[config.mk]
export PLATFORM = sky130hd
export DESIGN_NAME = decode_stage
export DESIGN_NICKNAME = d
export VERILOG_FILES = /design/src/rtl/dec_pkg.sv /design/src/rtl/dec_comb.sv /design/src/rtl/decode_stage.sv
export SDC_FILE = /design/constraint.sdc
export NUM_CORES = 1
export LEC_CHECK = 0
export CAP_MARGIN = 40
export CORE_ASPECT_RATIO = 0.75
export CORE_MARGIN = 10
export CORE_UTILIZATION = 29
export CTS_CLUSTER_SIZE = 16
export DETAILED_ROUTE_END_ITERATION = 8
export MAX_ROUTING_LAYER = met4
export PLACE_DENSITY = 0.55
export SLEW_MARGIN = 10
export SYNTH_ARGS = -nofsm -noshare
export SYNTH_HDL_FRONTEND = slang
export SYNTH_SLANG_ARGS = --single-unit
[constraint.sdc]
create_clock -name clk_i -period 3.1 [get_ports clk_i]
set_clock_uncertainty 0.2 [all_clocks]
set_input_delay 0.62 -clock clk_i [delete_from_list [all_inputs] [get_ports clk_i]]
set_output_delay 0.62 -clock clk_i [all_outputs]
set_load 0.1 [all_outputs]
[src/rtl/dec_pkg.sv]
// dec_pkg: opcode constants, control encodings and decoded bundle types for the decode stage
package dec_pkg;
   localparam logic [6:0] OPC_LOAD     = 7'b0000011;
   localparam logic [6:0] OPC_MISC_MEM = 7'b0001111;
   localparam logic [6:0] OPC_OP_IMM   = 7'b0010011;
   localparam logic [6:0] OPC_AUIPC    = 7'b0010111;
   localparam logic [6:0] OPC_STORE    = 7'b0100011;
   localparam logic [6:0] OPC_OP       = 7'b0110011;
   localparam logic [6:0] OPC_LUI      = 7'b0110111;
   localparam logic [6:0] OPC_BRANCH   = 7'b1100011;
   localparam logic [6:0] OPC_JALR     = 7'b1100111;
   localparam logic [6:0] OPC_JAL      = 7'b1101111;
   localparam logic [6:0] OPC_SYSTEM   = 7'b1110011;
   localparam logic [3:0] ALU_ADD  = 4'b0000;
   localparam logic [3:0] ALU_SLL  = 4'b0001;
   localparam logic [3:0] ALU_SLT  = 4'b0010;
   localparam logic [3:0] ALU_SLTU = 4'b0011;
   localparam logic [3:0] ALU_XOR  = 4'b0100;
   localparam logic [3:0] ALU_SRL  = 4'b0101;
   localparam logic [3:0] ALU_OR   = 4'b0110;
   localparam logic [3:0] ALU_AND  = 4'b0111;
   localparam logic [3:0] ALU_SUB  = 4'b1000;
   localparam logic [3:0] ALU_SRA  = 4'b1101;
   typedef enum logic [2:0] {IMM_NONE, IMM_I, IMM_S, IMM_B, IMM_U, IMM_J, IMM_SHAMT, IMM_ZIMM} imm_op_t;
   typedef enum logic [1:0] {SEL_A_RS1, SEL_A_PC, SEL_A_ZERO} sel_a_t;
   typedef enum logic [1:0] {SEL_B_RS2, SEL_B_IMM, SEL_B_FOUR} sel_b_t;
   typedef struct packed {
      logic [2:0]  funct3;
      logic [4:0]  rs1;
      logic [4:0]  rs2;
      logic [4:0]  rd;
      logic [11:0] csr_addr;
      imm_op_t     imm_op;
      sel_a_t      sel_a;
      sel_b_t      sel_b;
      logic [3:0]  alu_op;
      logic        is_op;
      logic        is_lui;
      logic        is_auipc;
      logic        is_jal;
      logic        is_jalr;
      logic        is_branch;
      logic        is_ld;
      logic        is_st;
      logic        is_misc_mem;
      logic        is_system;
      logic        is_muldiv;
      logic        illegal;
   } dec_ctrl_t;
   typedef struct packed {
      dec_ctrl_t   ctrl;
      logic [31:0] imm;
      logic [31:0] pc;
   } bundle_t;
   function automatic logic [31:0] gen_imm(input imm_op_t op, input logic [31:0] i);
      case (op)
         IMM_I:     return {{20{i[31]}}, i[31:20]};
         IMM_S:     return {{20{i[31]}}, i[31:25], i[11:7]};
         IMM_B:     return {{19{i[31]}}, i[31], i[7], i[30:25], i[11:8], 1'b0};
         IMM_U:     return {i[31:12], 12'b0};
         IMM_J:     return {{11{i[31]}}, i[31], i[19:12], i[20], i[30:21], 1'b0};
         IMM_SHAMT: return {27'b0, i[24:20]};
         IMM_ZIMM:  return {27'b0, i[19:15]};
         default:   return '0;
      endcase
   endfunction
endpackage

[src/rtl/dec_comb.sv]
// dec_comb: combinational RV32I(+M) instruction word to control bundle and immediate decoder
module dec_comb
   import dec_pkg::*;
#(
   parameter bit ENABLE_M      = 1'b0,
   parameter bit ENABLE_FENCEI = 1'b0
) (
   input  logic [31:0] instr,
   output dec_ctrl_t   ctrl,
   output logic [31:0] imm
);
   logic [6:0] opc, f7;
   logic [2:0] f3;
   logic       sh, mul, bad;
   dec_ctrl_t  d;
   assign opc = instr[6:0];
   assign f3  = instr[14:12];
   assign f7  = instr[31:25];
   assign sh  = f3[1:0] == 2'b01;
   assign mul = ENABLE_M && f7 == 7'b0000001;
   always_comb begin
      d = '0;
      d.funct3 = f3;
      d.rs1 = instr[19:15];
      d.rs2 = instr[24:20];
      d.rd = instr[11:7];
      d.imm_op = IMM_NONE;
      d.sel_a = SEL_A_RS1;
      d.sel_b = SEL_B_RS2;
      d.alu_op = ALU_ADD;
      bad = 1'b0;
      case (opc)
         OPC_LOAD: begin
            d.is_ld = 1'b1;
            d.imm_op = IMM_I;
            d.sel_b = SEL_B_IMM;
         end
         OPC_STORE: begin
            d.is_st = 1'b1;
            d.imm_op = IMM_S;
            d.sel_b = SEL_B_IMM;
         end
         OPC_BRANCH: begin
            d.is_branch = 1'b1;
            d.imm_op = IMM_B;
         end
         OPC_JAL: begin
            d.is_jal = 1'b1;
            d.imm_op = IMM_J;
            d.sel_a = SEL_A_PC;
            d.sel_b = SEL_B_FOUR;
         end
         OPC_JALR: begin
            d.is_jalr = 1'b1;
            d.imm_op = IMM_I;
            d.sel_a = SEL_A_PC;
            d.sel_b = SEL_B_FOUR;
         end
         OPC_LUI: begin
            d.is_lui = 1'b1;
            d.imm_op = IMM_U;
            d.sel_a = SEL_A_ZERO;
            d.sel_b = SEL_B_IMM;
         end
         OPC_AUIPC: begin
            d.is_auipc = 1'b1;
            d.imm_op = IMM_U;
            d.sel_a = SEL_A_PC;
            d.sel_b = SEL_B_IMM;
         end
         OPC_OP_IMM: begin
            d.is_op = 1'b1;
            d.imm_op = sh ? IMM_SHAMT : IMM_I;
            d.sel_b = SEL_B_IMM;
            d.alu_op = {sh & instr[30], f3};
            bad = sh && !(f7 == 7'b0000000 || (f7 == 7'b0100000 && f3 == 3'b101));
         end
         OPC_OP: begin
            d.is_op = 1'b1;
            d.is_muldiv = mul;
            d.alu_op = {instr[30] & !mul, f3};
            bad = !(f7 == 7'b0000000 || (f7 == 7'b0100000 && (f3 == 3'b000 || f3 == 3'b101)) || mul);
         end
         OPC_MISC_MEM: begin
            d.is_misc_mem = 1'b1;
            bad = !(f3 == 3'b000 || (ENABLE_FENCEI && f3 == 3'b001));
         end
         OPC_SYSTEM: begin
            d.is_system = 1'b1;
            d.csr_addr = instr[31:20];
            d.imm_op = f3[2] ? IMM_ZIMM : IMM_NONE;
            bad = f3 == 3'b100;
         end
         default: bad = 1'b1;
      endcase
      if (!(opc == OPC_OP || opc == OPC_BRANCH || opc == OPC_STORE)) d.rs2 = '0;
      if (opc == OPC_BRANCH || opc == OPC_STORE) d.rd = '0;
      // Illegal words travel as an empty bundle so nothing downstream acts on them
      if (bad) begin
         d = '0;
         d.illegal = 1'b1;
      end
   end
   assign ctrl = d;
   assign imm = gen_imm(d.imm_op, instr);
endmodule

[src/rtl/decode_stage.sv]
// decode_stage: decode pipeline stage with main+skid buffering and registered ready
module decode_stage
   import dec_pkg::*;
#(
   parameter bit ENABLE_M      = 1'b0,
   parameter bit ENABLE_FENCEI = 1'b0
) (
   input  logic        clk_i,
   input  logic        rst_ni,
   input  logic        flush_i,
   input  logic        if_valid_i,
   output logic        if_ready_o,
   input  logic [31:0] if_instr_i,
   input  logic [31:0] if_pc_i,
   output logic        id_valid_o,
   input  logic        id_ready_i,
   output dec_ctrl_t   id_ctrl_o,
   output logic [31:0] id_imm_o,
   output logic [31:0] id_pc_o,
   output logic [31:0] dec_count_o
);
   typedef enum logic [1:0] {EMPTY, ONE, TWO} state_t;
   state_t      state, nxt;
   dec_ctrl_t   dctrl;
   logic [31:0] dimm, count;
   bundle_t     word, main, skid;
   logic        rdy, acc, dlv, load_main, load_skid, pop_skid;
   dec_comb #(.ENABLE_M(ENABLE_M), .ENABLE_FENCEI(ENABLE_FENCEI)) u_dec (
      .instr(if_instr_i),
      .ctrl (dctrl),
      .imm  (dimm)
   );
   assign word = '{ctrl: dctrl, imm: dimm, pc: if_pc_i};
   assign acc = if_valid_i & rdy;
   assign dlv = id_valid_o & id_ready_i;
   assign id_valid_o = state != EMPTY;
   assign if_ready_o = rdy;
   assign id_ctrl_o = main.ctrl;
   assign id_imm_o = main.imm;
   assign id_pc_o = main.pc;
   assign dec_count_o = count;
   always_comb begin
      load_main = acc && (state == EMPTY || dlv);
      load_skid = acc && state == ONE && !dlv;
      pop_skid = dlv && state == TWO;
      nxt = flush_i ? EMPTY : load_skid ? TWO : (pop_skid || load_main) ? ONE : dlv ? EMPTY : state;
   end
   // Ready is a flop computed from the next state, so id_ready_i never reaches if_ready_o
   always_ff @(posedge clk_i or negedge rst_ni) begin
      if (!rst_ni) begin
         state <= EMPTY;
         rdy <= 1'b1;
      end else begin
         state <= nxt;
         rdy <= nxt != TWO;
      end
   end
   always_ff @(posedge clk_i or negedge rst_ni) begin
      if (!rst_ni) begin
         main <= '0;
         skid <= '0;
         count <= '0;
      end else begin
         if (pop_skid) main <= skid;
         else if (load_main) main <= word;
         if (load_skid) skid <= word;
         if (dlv && !flush_i) count <= count + 32'd1;
      end
   end
endmodule

==> run summary <==
status - complete, no violations
final setup fails - 0
# H-tree levels - 1
clk buf depth - 3
CTS buffer count - 29
Max FO, Critical Path - 26
vias - 10,694
Placement Rows - 64
Max Fclk - 328 MHz
clock sink total - 265
fraction of registers with async set/reset - 100%
predominant post-synthesis flop cell - dfrtp_1
grt met2 use - 24.9%
Hold Path Depth - 1
die footprint - 0.0495 mm²
All-Layer GR Usage - 17.0%
Multi-input gate area - 0.00486 mm²
most used cell, CP - or4_4
setup_tns - 0 ns
max incr delay on CP - 0.55 ns
CTS tree - done
WHS Endpoint - dec_count_o[31]$_DFFE_PN0P_
largest net degree at the start of global routing - 84
GRT overflow - 0
chip height - 195 µm
Hold Crit Class - flop to flop
final antenna-violating net count - 0
Netlist cell types - 56
Seq. cell area - 0.00663 mm²
CP top delay family - simple AND/OR/NAND/NOR gates
DRC violation total after the first TritonRoute iteration - 923
total power - 11,000 µW
Worst VDD drop - 0.369 mV
Worst-Margin Slew - 0.712 ns
busiest grt layer - met2
Worst Path Buf+Inv - 3
reg2reg path depth - 8
CORE AREA - 0.0406 mm²
nets - 1,654
most common cell after layout, fill and taps aside - nand2_1
Slew Limit Headroom - 52.5%
Power Dens Cells - 686 mW/mm²
clock root buffer - clkbuf_16
first-pass iteration count of the detailed router - 5
global-route wire length before repair - 65,600 µm
unrepaired setup endpoints after global routing - true
Area after DPL - 0.0151 mm²
critical path cell sequence - clkdlybuf4s50_1, or4_4, nor3_4, buf_4, a211oi_1, or3_1, buf_12, or4_4, a21oi_2
final RePlAce weighted congestion - 0.837
WP data arrival - 3.33 ns
min-delay src - dec_count_o[31]$_DFFE_PN0P_
Initial Util - 29.3%
vias in the first global route - 10,666
commonest cells after routing, fill and taps aside - nand2_1, dfrtp_1, buf_4, a21oi_1, nor2_1
Seq cells post-synth - 265
Cell Area, Synth - 0.0119 mm²
Reg2Reg Launch Point - state[0]$_DFF_PN0_
kind of end point of the critical path - flop
nature of the critical path startpoint - input pin
critical path's slowest cell - or4_4
grt met1 use - 23.8%
Fillers - 3,997
Hold Violations, Final - 0
R2R Setup Slk - 0.82 ns
WP data required - 3.38 ns
met3 Resource Use GR - 3.83%
Final period util - 98.2%
initial antenna violation count - 6
via density per instance - 5.01
Final Instance Area - 0.0161 mm²
Lkg Pwr - 0.00733 µW
Cells after Synth - 1,314
clock transition at the registers of the reported paths - 0.06 ns
critical path type - input pin to flop
fin crit period - 3.04 ns
worst skew pair latency - 0.56 ns
max cap viols - 0
Post-Syn Area per Cell - 9.04 µm²
Slew Limit Fails - 0
Post-Syn Nets - 1,384
layout cells sized above 1 - 21.0%
# port buffers - 218
Setup Buffers After CTS - 0
number of synthesis warnings - 0
sequential area share after synthesis - 55.8%
Layout area overhead - 35.4%
routed length per instance - 19.5 µm
drc violations - 0
HPWL Detailed - 29,500 µm
Die X - 254 µm
FF-to-FF End - dec_count_o[31]$_DFFE_PN0P_
final wirelength - 41,700 µm
number of I/O pins - 220
Post-synth EDFFs - 0
==> logic make-up after synthesis <==
kind of cell    Yosys count  synth area share (%)
other cells               1                0.0316
xor+xnor                 32                  2.36
buf+inv                 109                  3.75
simple gates            570                  21.1
flops                   265                  55.8
fa+ha+maj                 1                 0.105
compound gates          333                  16.5
mux                       3                 0.284
==> state kept, by name, summed over array words and instances (netlist names) <==
signal / cells
dec_count_o: 32
id_ctrl_o: 51
if_ready_o: 1
state: 2
skid: 115
id_pc_o: 32
id_imm_o: 32
==> Yosys cell counts, drive strengths merged (2+ instances only) <==
library cell | instances | share of area, %
nand2 | 313 | 9.9
dfrtp | 264 | 56
a21oi | 136 | 5.7
nor2 | 112 | 3.5
clkbuf | 81 | 2.6
o21ai | 62 | 2.6
a31oi | 48 | 2.5
nand4 | 36 | 1.9
nand3 | 29 | 1.2
xnor2 | 24 | 1.8
or4 | 23 | 1.5
buf | 20 | 0.94
a21o | 16 | 1.0
o22ai | 16 | 0.84
nor3 | 14 | 0.63
a22o | 12 | 0.90
o211ai | 12 | 0.76
and2 | 9 | 0.47
inv | 8 | 0.25
o31ai | 8 | 0.51
xor2 | 8 | 0.59
and3 | 7 | 0.37
a22oi | 6 | 0.38
nor4 | 5 | 0.26
and4 | 4 | 0.29
nand2b | 4 | 0.21
o21a | 4 | 0.25
or3 | 4 | 0.21
mux2 | 3 | 0.28
or2 | 3 | 0.16
a211oi | 2 | 0.13
nor2b | 2 | 0.11
o311ai | 2 | 0.15
o31a | 2 | 0.15
o41ai | 2 | 0.15
==> where the power goes <==
part / leakage, µW / switching [µW] / internal (µW) / total, µW
Sequential: 0.00341 / 269 / 3900 / 4170
Clock: 0.000463 / 1440 / 2040 / 3480
Combinational: 0.00345 / 2600 / 779 / 3380
Total: 0.00733 / 4320 / 6710 / 11000
==> area by class of cell <==
class,count,share of cell area (%)
antenna,6,0.0934
clock buffer,42,5.25
clock inverter,7,0.553
inverter,8,0.187
multi-input combinational,940,30.2
sequential,265,41.3
tap,528,4.11
timing repair buffer,340,18.3
==> routing by layer <==
layer,wire [µm],part of all wire [%]
met3,2490,6.0
met2,18700,45
met1,19800,48
met4,680,1.6
met5,0,0
==> repair_timing <==
action	in CTS	in global routing
hold endpoints to repair	76	0
gates resized for setup	0	5
hold buffers	1	0
endpoints found under the setup margin	0	21
==> metrics by stage <==
stage	worst slack, ns	std cells	utilization (%)	hold slack (ns)
2_1_floorplan	0.0969	1314	-	0.124
3_3_place_gp	-0.472	2081	37.2	0.257
3_5_place_dp	-0.572	2081	37.2	0.261
4_1_cts	0.0314	2131	39.5	0.277
5_1_grt	-0.00449	2136	39.6	0.294
6_report	0.0555	2136	39.6	0.271
==> worst max path at each step <==
stage                               start                           to  slack, ns  cells after the start
2_1_floorplan  dec_count_o[2]$_DFFE_PN0P_  dec_count_o[31]$_DFFE_PN0P_        0.1                      6
3_3_place_gp               if_instr_i[27]    id_ctrl_o[28]$_DFFE_PN0P_      -0.47                      9
3_5_place_dp               if_instr_i[27]    id_ctrl_o[30]$_DFFE_PN0P_      -0.57                      9
4_1_cts                    if_instr_i[27]    id_ctrl_o[30]$_DFFE_PN0P_       0.03                      9
5_1_grt                    if_instr_i[27]    id_ctrl_o[32]$_DFFE_PN0P_     -0.004                      9
6_report                   if_instr_i[27]    id_ctrl_o[30]$_DFFE_PN0P_       0.06                      9
Power figures use the tool's default switching activity.
